==> src/rtl/instr_fetch.sv <==
// instr_fetch: single-outstanding instruction fetch unit.
//   Issues word-aligned read requests to instruction memory and registers each
//   returned word for the control decoder. It holds that word while decode
//   stalls, redirects on branch_taken, and counts delivered instructions.
//
// state   | meaning
// --------+----------------------------------------------------------
// IDLE    | just out of reset; no request issued yet
// FETCH   | request to pc outstanding, waiting for imem_ack
// DELIVER | instrWord valid, waiting for decode to accept (stall = 0)
//
// Ports
//   clk, rst_n        clock, async active-low reset
//   imem_req/addr     read request and word address (out)
//   imem_ack/rdata    memory response and data (in)
//   stall             decode cannot accept this cycle (in)
//   branch_taken/target  one-cycle redirect (in)
//   instrWord, instr_valid, pc_plus4  registered instruction to decoder (out)
//   illegal_op        opcode of the valid instruction is unsupported (out)
//   fetch_count       saturating count of delivered instructions (out)
module instr_fetch #(
  parameter logic [31:0] RESET_PC = 32'h0000_0000
) (
  input  logic        clk,
  input  logic        rst_n,
  output logic        imem_req,
  output logic [31:0] imem_addr,
  input  logic        imem_ack,
  input  logic [31:0] imem_rdata,
  input  logic        stall,
  input  logic        branch_taken,
  input  logic [31:0] branch_target,
  output logic [31:0] instrWord,
  output logic        instr_valid,
  output logic [31:0] pc_plus4,
  output logic        illegal_op,
  output logic [15:0] fetch_count
);

  typedef enum logic [1:0] {IDLE, FETCH, DELIVER} state_e;

  state_e      state_q;
  logic [31:0] pc_q;
  logic [31:0] tgt_q;       // redirect target parked while a flushed request completes
  logic        flush_q;
  logic [31:0] instr_q;
  logic [31:0] pc_plus4_q;
  logic        valid_q;
  logic [15:0] count_q;

  logic [31:0] br_tgt;
  logic [31:0] pc_inc;
  logic [5:0]  opcode;
  logic        unused_tgt_bits;

  assign br_tgt          = {branch_target[31:2], 2'b00};
  assign pc_inc          = pc_q + 32'd4;
  assign unused_tgt_bits = ^branch_target[1:0];

  always_ff @(posedge clk or negedge rst_n) begin
    if (!rst_n) begin
      state_q    <= IDLE;
      pc_q       <= {RESET_PC[31:2], 2'b00};
      tgt_q      <= 32'h0;
      flush_q    <= 1'b0;
      instr_q    <= 32'h0;
      pc_plus4_q <= 32'h0;
      valid_q    <= 1'b0;
      count_q    <= 16'h0;
    end else begin
      case (state_q)
        IDLE: begin
          // A response seen here belongs to a request abandoned by reset.
          if (branch_taken) pc_q <= br_tgt;
          state_q <= FETCH;
        end
        FETCH: begin
          if (branch_taken) begin
            if (imem_ack) begin
              pc_q    <= br_tgt;
              flush_q <= 1'b0;
            end else begin
              // Address must stay stable until the outstanding ack arrives.
              flush_q <= 1'b1;
              tgt_q   <= br_tgt;
            end
          end else if (imem_ack) begin
            if (flush_q) begin
              pc_q    <= tgt_q;
              flush_q <= 1'b0;
            end else begin
              instr_q    <= imem_rdata;
              pc_plus4_q <= pc_inc;
              pc_q       <= pc_inc;
              valid_q    <= 1'b1;
              state_q    <= DELIVER;
            end
          end
        end
        DELIVER: begin
          if (branch_taken) begin
            pc_q    <= br_tgt;
            valid_q <= 1'b0;
            state_q <= FETCH;
          end else if (!stall) begin
            valid_q <= 1'b0;
            if (count_q != 16'hFFFF) count_q <= count_q + 16'd1;
            state_q <= FETCH;
          end
        end
        default: state_q <= IDLE;
      endcase
    end
  end

  assign opcode = instr_q[31:26];

  assign imem_req    = (state_q == FETCH);
  assign imem_addr   = pc_q;
  assign instrWord   = instr_q;
  assign instr_valid = valid_q;
  assign pc_plus4    = pc_plus4_q;
  assign fetch_count = count_q;
  assign illegal_op  = valid_q && !((opcode == 6'h00) || (opcode == 6'h23) ||
                                    (opcode == 6'h2B) || (opcode == 6'h04));

endmodule

==> config.mk <==
export PLATFORM = sky130hd
export DESIGN_NAME = instr_fetch
export DESIGN_NICKNAME = d
export VERILOG_FILES = /design/src/rtl/instr_fetch.sv
export SDC_FILE = /design/constraint.sdc
export NUM_CORES = 1
export LEC_CHECK = 0
export ABC_AREA = 1
export BUFFER_PORTS_ARGS = -buffer_cell sky130_fd_sc_hd__buf_2
export CAP_MARGIN = 25
export CORE_MARGIN = 2
export CORE_UTILIZATION = 40
export CTS_CLUSTER_DIAMETER = 200
export CTS_CLUSTER_SIZE = 20
export DETAILED_ROUTE_END_ITERATION = 8
export SYNTH_ARGS = -nofsm -noshare
export SYNTH_HDL_FRONTEND = slang
export SYNTH_SLANG_ARGS = --single-unit
==> constraint.sdc <==
create_clock -name clk -period 5.2 [get_ports clk]
set_clock_uncertainty 0.2 [all_clocks]
set_input_delay 1.04 -clock clk [delete_from_list [all_inputs] [get_ports clk]]
set_output_delay 1.04 -clock clk [all_outputs]
set_load 0.02 [all_outputs]
Word-level counts from Yosys, hierarchy flattened:

Index checks and enable logic that the tools add are counted.

* reduce and logical (&&, ||, !) cells: 18
* equal/unequal tests: 11
* add/sub/neg operators: 2
* bitwise gates (word level): 4
* multiplexer cells: 21

Operators with widths (count)
* two-way mux 32 bit: 5
* case mux 32 bit (2 select lines): 1
* adder 32 x 3 -> 32 bit, second input constant: 1
* adder 16 x 1 -> 16 bit, second input constant: 1
* inequality test 16 bit, second input constant: 1
* == test 6 bit, second input constant: 2
* AND reduction 4 bit: 3
* two-way mux 2 bit: 5
* two-way mux 1 bit: 8
* == test 6 x 3 -> 1 bit, second input constant: 1
* logical NOT 6 bit: 1
* case mux 2 bit (3 select lines): 1
* AND reduction 3 bit: 2
* nonzero test 2 bit: 3
* AND reduction 5 bit: 1
* inequality test 2 x 1 -> 1 bit, second input constant: 2
* inequality test 2 bit, second input constant: 2
* NOT 1 bit: 4
* logical OR 1 bit: 3
* inequality test 3 bit, second input constant: 1
* == test 2 x 1 -> 1 bit, second input constant: 1
* == test 2 bit, second input constant: 1
* logical NOT 2 bit: 1
* case mux 1 bit (2 select lines): 1
* 4 further kinds: 4

* word-level logic and storage cells: 64
* output and inout bits: 115
* flip-flop bits (word level): 146
* input port bits: 69

Longest topological paths before layout:

* word-level depth: 6
* mapped depth: 10
* depth with buffers taken out: 10

Worst setup path after synthesis:

No wires, ideal clock.

* path type: register to output
* from: reg instr_q[27], in the netlist instrWord[27]
* to: out illegal_op
* path buffers: 0
* required time: 3960 ps
* stages on the path, launching flop included: 3
* path slack: 2944 ps
* arrival: 1016 ps
* cell sequence: dfrtp_1 o41ai_1 a21oi_1

* word-level cells in the longest chain between the ends: 6
* elaborated cells on any way between the ends: 9
* classes of those cells: 3 x eq/ne; 6 x reduce/logical

Ends and longest elaborated chain
* start, declared: RTL line 46 `logic [31:0] instr_q;`
* start signal, assigned: RTL line 92 `instr_q <= imem_rdata;`
* == test 6 bit / logical NOT 6 bit (equally long branches): RTL line 124 `assign illegal_op = valid_q && !((opcode == 6'h00) || (opcode == 6'h23) ||`
* logical OR 1 bit (2 in series): RTL line 124
* logical OR 1 bit *: RTL line 125 `(opcode == 6'h2B) || (opcode == 6'h04));`
* logical NOT 1 bit *: RTL line 124
* logical AND 1 bit *: RTL line 124
* end, declared: RTL line 36 `output logic illegal_op,`

Every way passes the cells marked *; elsewhere a longest branch is shown, timed or not.

Worst setup path after layout:

Same ends and word-level chain as after synthesis.

==> flow_metrics.tcl <==
set metrics [dict create \
    start_util_pct 40.6 \
    vias 6653 \
    syn_inst 942 \
    stdcell_count 1348 \
    dieWidth_um 139 \
    required_ns 3.96 \
    avgSynthCellArea_um2 7.71 \
    vias_per_cell 4.94 \
    synth-seq-cells 142 \
    grt_usage_pct 21.8 \
    io_pins 184 \
    hpwl_um 14900 \
    clk_latency_ns 0.43 \
    yosysWarnings 0 \
    leakagePower_nw 4.71 \
    setup_viol 0 \
    synth_top_area_share_pct 48.9 \
    startpoint_type "flop" \
    cts_tree "yes" \
    design.core.area_um2 17900 \
    crit_path_end_kind "output pin" \
    syn2layout_area_growth_pct 23.4 \
    hold_buffers 0 \
    gp_congestion 0.893 \
    detail_route.first_pass.iterations 5 \
    period_needed_ns 2.79 \
    r2r_cells 5 \
    crit_start "instrWord[27]$_DFFE_PN0P_" \
    first_iter_violations 451 \
    yosysTopAreaCell "dfrtp_1" \
    die_area_um2 19200 \
    slew_violations 0 \
    grt_util_met3_pct 5.04 \
    grt-busiest-layer "met2" \
    fin_hold_ws_ns 0.273 \
    crit_type "reg2out" \
    clock-sinks 142 \
    power-per-cell-area_nw_per_um2 659 \
    finalCritPeriodShare_pct 53.6 \
    htree_levels 4 \
    wl_per_cell_um 15.3 \
    cp_cell_sequence "o41ai_1, a21oi_1, buf_2" \
    place_inst 1316 \
    setup_tns_ns 0 \
    synth_common_cells "nand2_1, dfrtp_1, nor2_1, inv_1, o21ai_0" \
    post_cts_resized 0 \
    antenna_cells 0 \
    crit_slowest_cell "o41ai_1" \
    routed_wl_um 20700 \
    row_count 49 \
    root_buffer "clkbuf_16" \
    synth_cell_types 44 \
    clkTransAtPathRegs_ns 0.07 \
    path_max_fanout 4 \
    min_path_cells 2 \
    grt_pass1_wl_um 33400 \
    grt-ovfl-total 0 \
    clock_path_buffers 2 \
    die_y_um 139 \
    synth_top_flop_cell "dfrtp_1" \
    status "finished, final reports clean" \
    io_buffer_count 177 \
    maxCapViolations 0 \
    worst_pin_slew_ns 1.02 \
    r2r-end "imem_addr[23]$_DFFE_PN0P_" \
    first_global_vias 6125 \
    cp.arrival_ns 1.55 \
    antenna_found_initial 1 \
    grt_use_met1_pct 32.0 \
    timing.rr.start "flush_q$_DFFE_PN0P_" \
    drc 0 \
    yosysSeqAreaShare_pct 48.9 \
    ant_nets 0 \
    max_freq_ghz 0.359 \
    synth_async_sr_flop_share_pct 100 \
    peakVddDrop_v 0.000282 \
    grtUsageMet2_pct 32.5 \
    hold_end "instrWord[8]$_DFFE_PN0P_" \
    r2r_slack_ns 2.66 \
    hp-start "instrWord[8]$_DFFE_PN0P_" \
    numCtsBuffers 17 \
    synth_edf_count 0 \
    hold_class "reg2reg" \
    yosysMostFrequentCell "nand2_1" \
    fillerInstances 1839 \
    hold_violations 0 \
    rsz0062_at_grt "false" \
    maxSlewHeadroom_pct 31.7 \
    syn_area_um2 7260 \
    drive_above_1_share_pct 22.7 \
    synthTopCellsByArea "dfrtp_1, nand2_1, nor2_1, o21ai_0, inv_1" \
    critPathMaxStageDelay_ns 0.43 \
    post_cts_buffers 0 \
    fin_nets 1177 \
    grt_max_degree 58 \
]
cell families after synthesis:
group | synth area share, %
mux | 1.81
flops | 48.9
simple gates | 28.9
other cells | 0.0516
compound gates | 10.0
buf+inv | 7.41
xor+xnor | 2.52
fa+ha+maj | 0.345
state kept, by name, indices dropped and copies added (netlist names):
signal	count
instr_valid	1
flush_q	1
tgt_q	30
instrWord	32
pc_plus4	30
state_q	2
fetch_count	16
imem_addr	30
final cells by class:
type | instances | area (um^2) | area share, %
timing repair buffer | 185 | 952 | 10.6
clock buffer | 18 | 439 | 4.90
clock inverter | 14 | 230 | 2.57
tap | 229 | 287 | 3.20
sequential | 142 | 3550 | 39.7
inverter | 84 | 318 | 3.55
multi-input combinational | 676 | 3180 | 35.5
through the flow:
stage / worst slack, ns / power (mW) / cell area, um^2 / utilization (%)
finish: 2.41 / 5.90 / 8960 / 50.0
global route: 2.29 / 6.32 / 8960 / 50.0
CTS: 2.40 / 5.93 / 8960 / 50.0
detailed placement: 2.10 / 4.52 / 8290 / 46.3
global placement: 2.14 / 4.48 / 8290 / 46.3
floorplan: 2.94 / 3.63 / 7270 / -
worst max-delay path, delay by kind of cell, from the launching register on:
kind / cells / cell delay, ns
AO/OA/AOI/OAI: 2 / 0.54
buffers and inverters: 1 / 0.18
flip-flops: 1 / 0.40
how the worst max path moves through the flow:
| stage | end | slack [ns] | cells after the start |
|---|---|---|---|
| 5_1_grt | illegal_op | 2.29 | 3 |
| 4_1_cts | illegal_op | 2.40 | 3 |
| 3_5_place_dp | tgt_q[2]$_DFFE_PN0P_ | 2.10 | 5 |
| 2_1_floorplan | illegal_op | 2.94 | 2 |
| 6_report | illegal_op | 2.41 | 3 |
| 3_3_place_gp | tgt_q[2]$_DFFE_PN0P_ | 2.14 | 5 |
report_power, final:
part / internal (mW) / total (mW) / switching, mW
clock: 0.876 / 1.39 / 0.512
sequential: 1.61 / 2.07 / 0.462
combinational: 0.814 / 2.44 / 1.63
cells in the final DEF (no fill, tap or decap), drive strengths merged, types with 4 or more instances in the layout:
cell type  count
buf          185
xnor2          6
nand2        309
dfrtp        142
clkinv         4
nor3           7
nand4         11
inv           88
a21oi         32
a31oi         20
mux2           9
nand3         39
clkbuf        18
o21ai         71
xor2          14
bufinv         5
conb           4
nor2         137
per-layer routing:
metal | vias up | wire [um]
met4 | 2 | 358
met1 | 3125 | 9870
met5 | - | 13
met2 | 185 | 9260
met3 | 28 | 1190
li1 | 3313 | -
(Power assumes the default switching activity.)
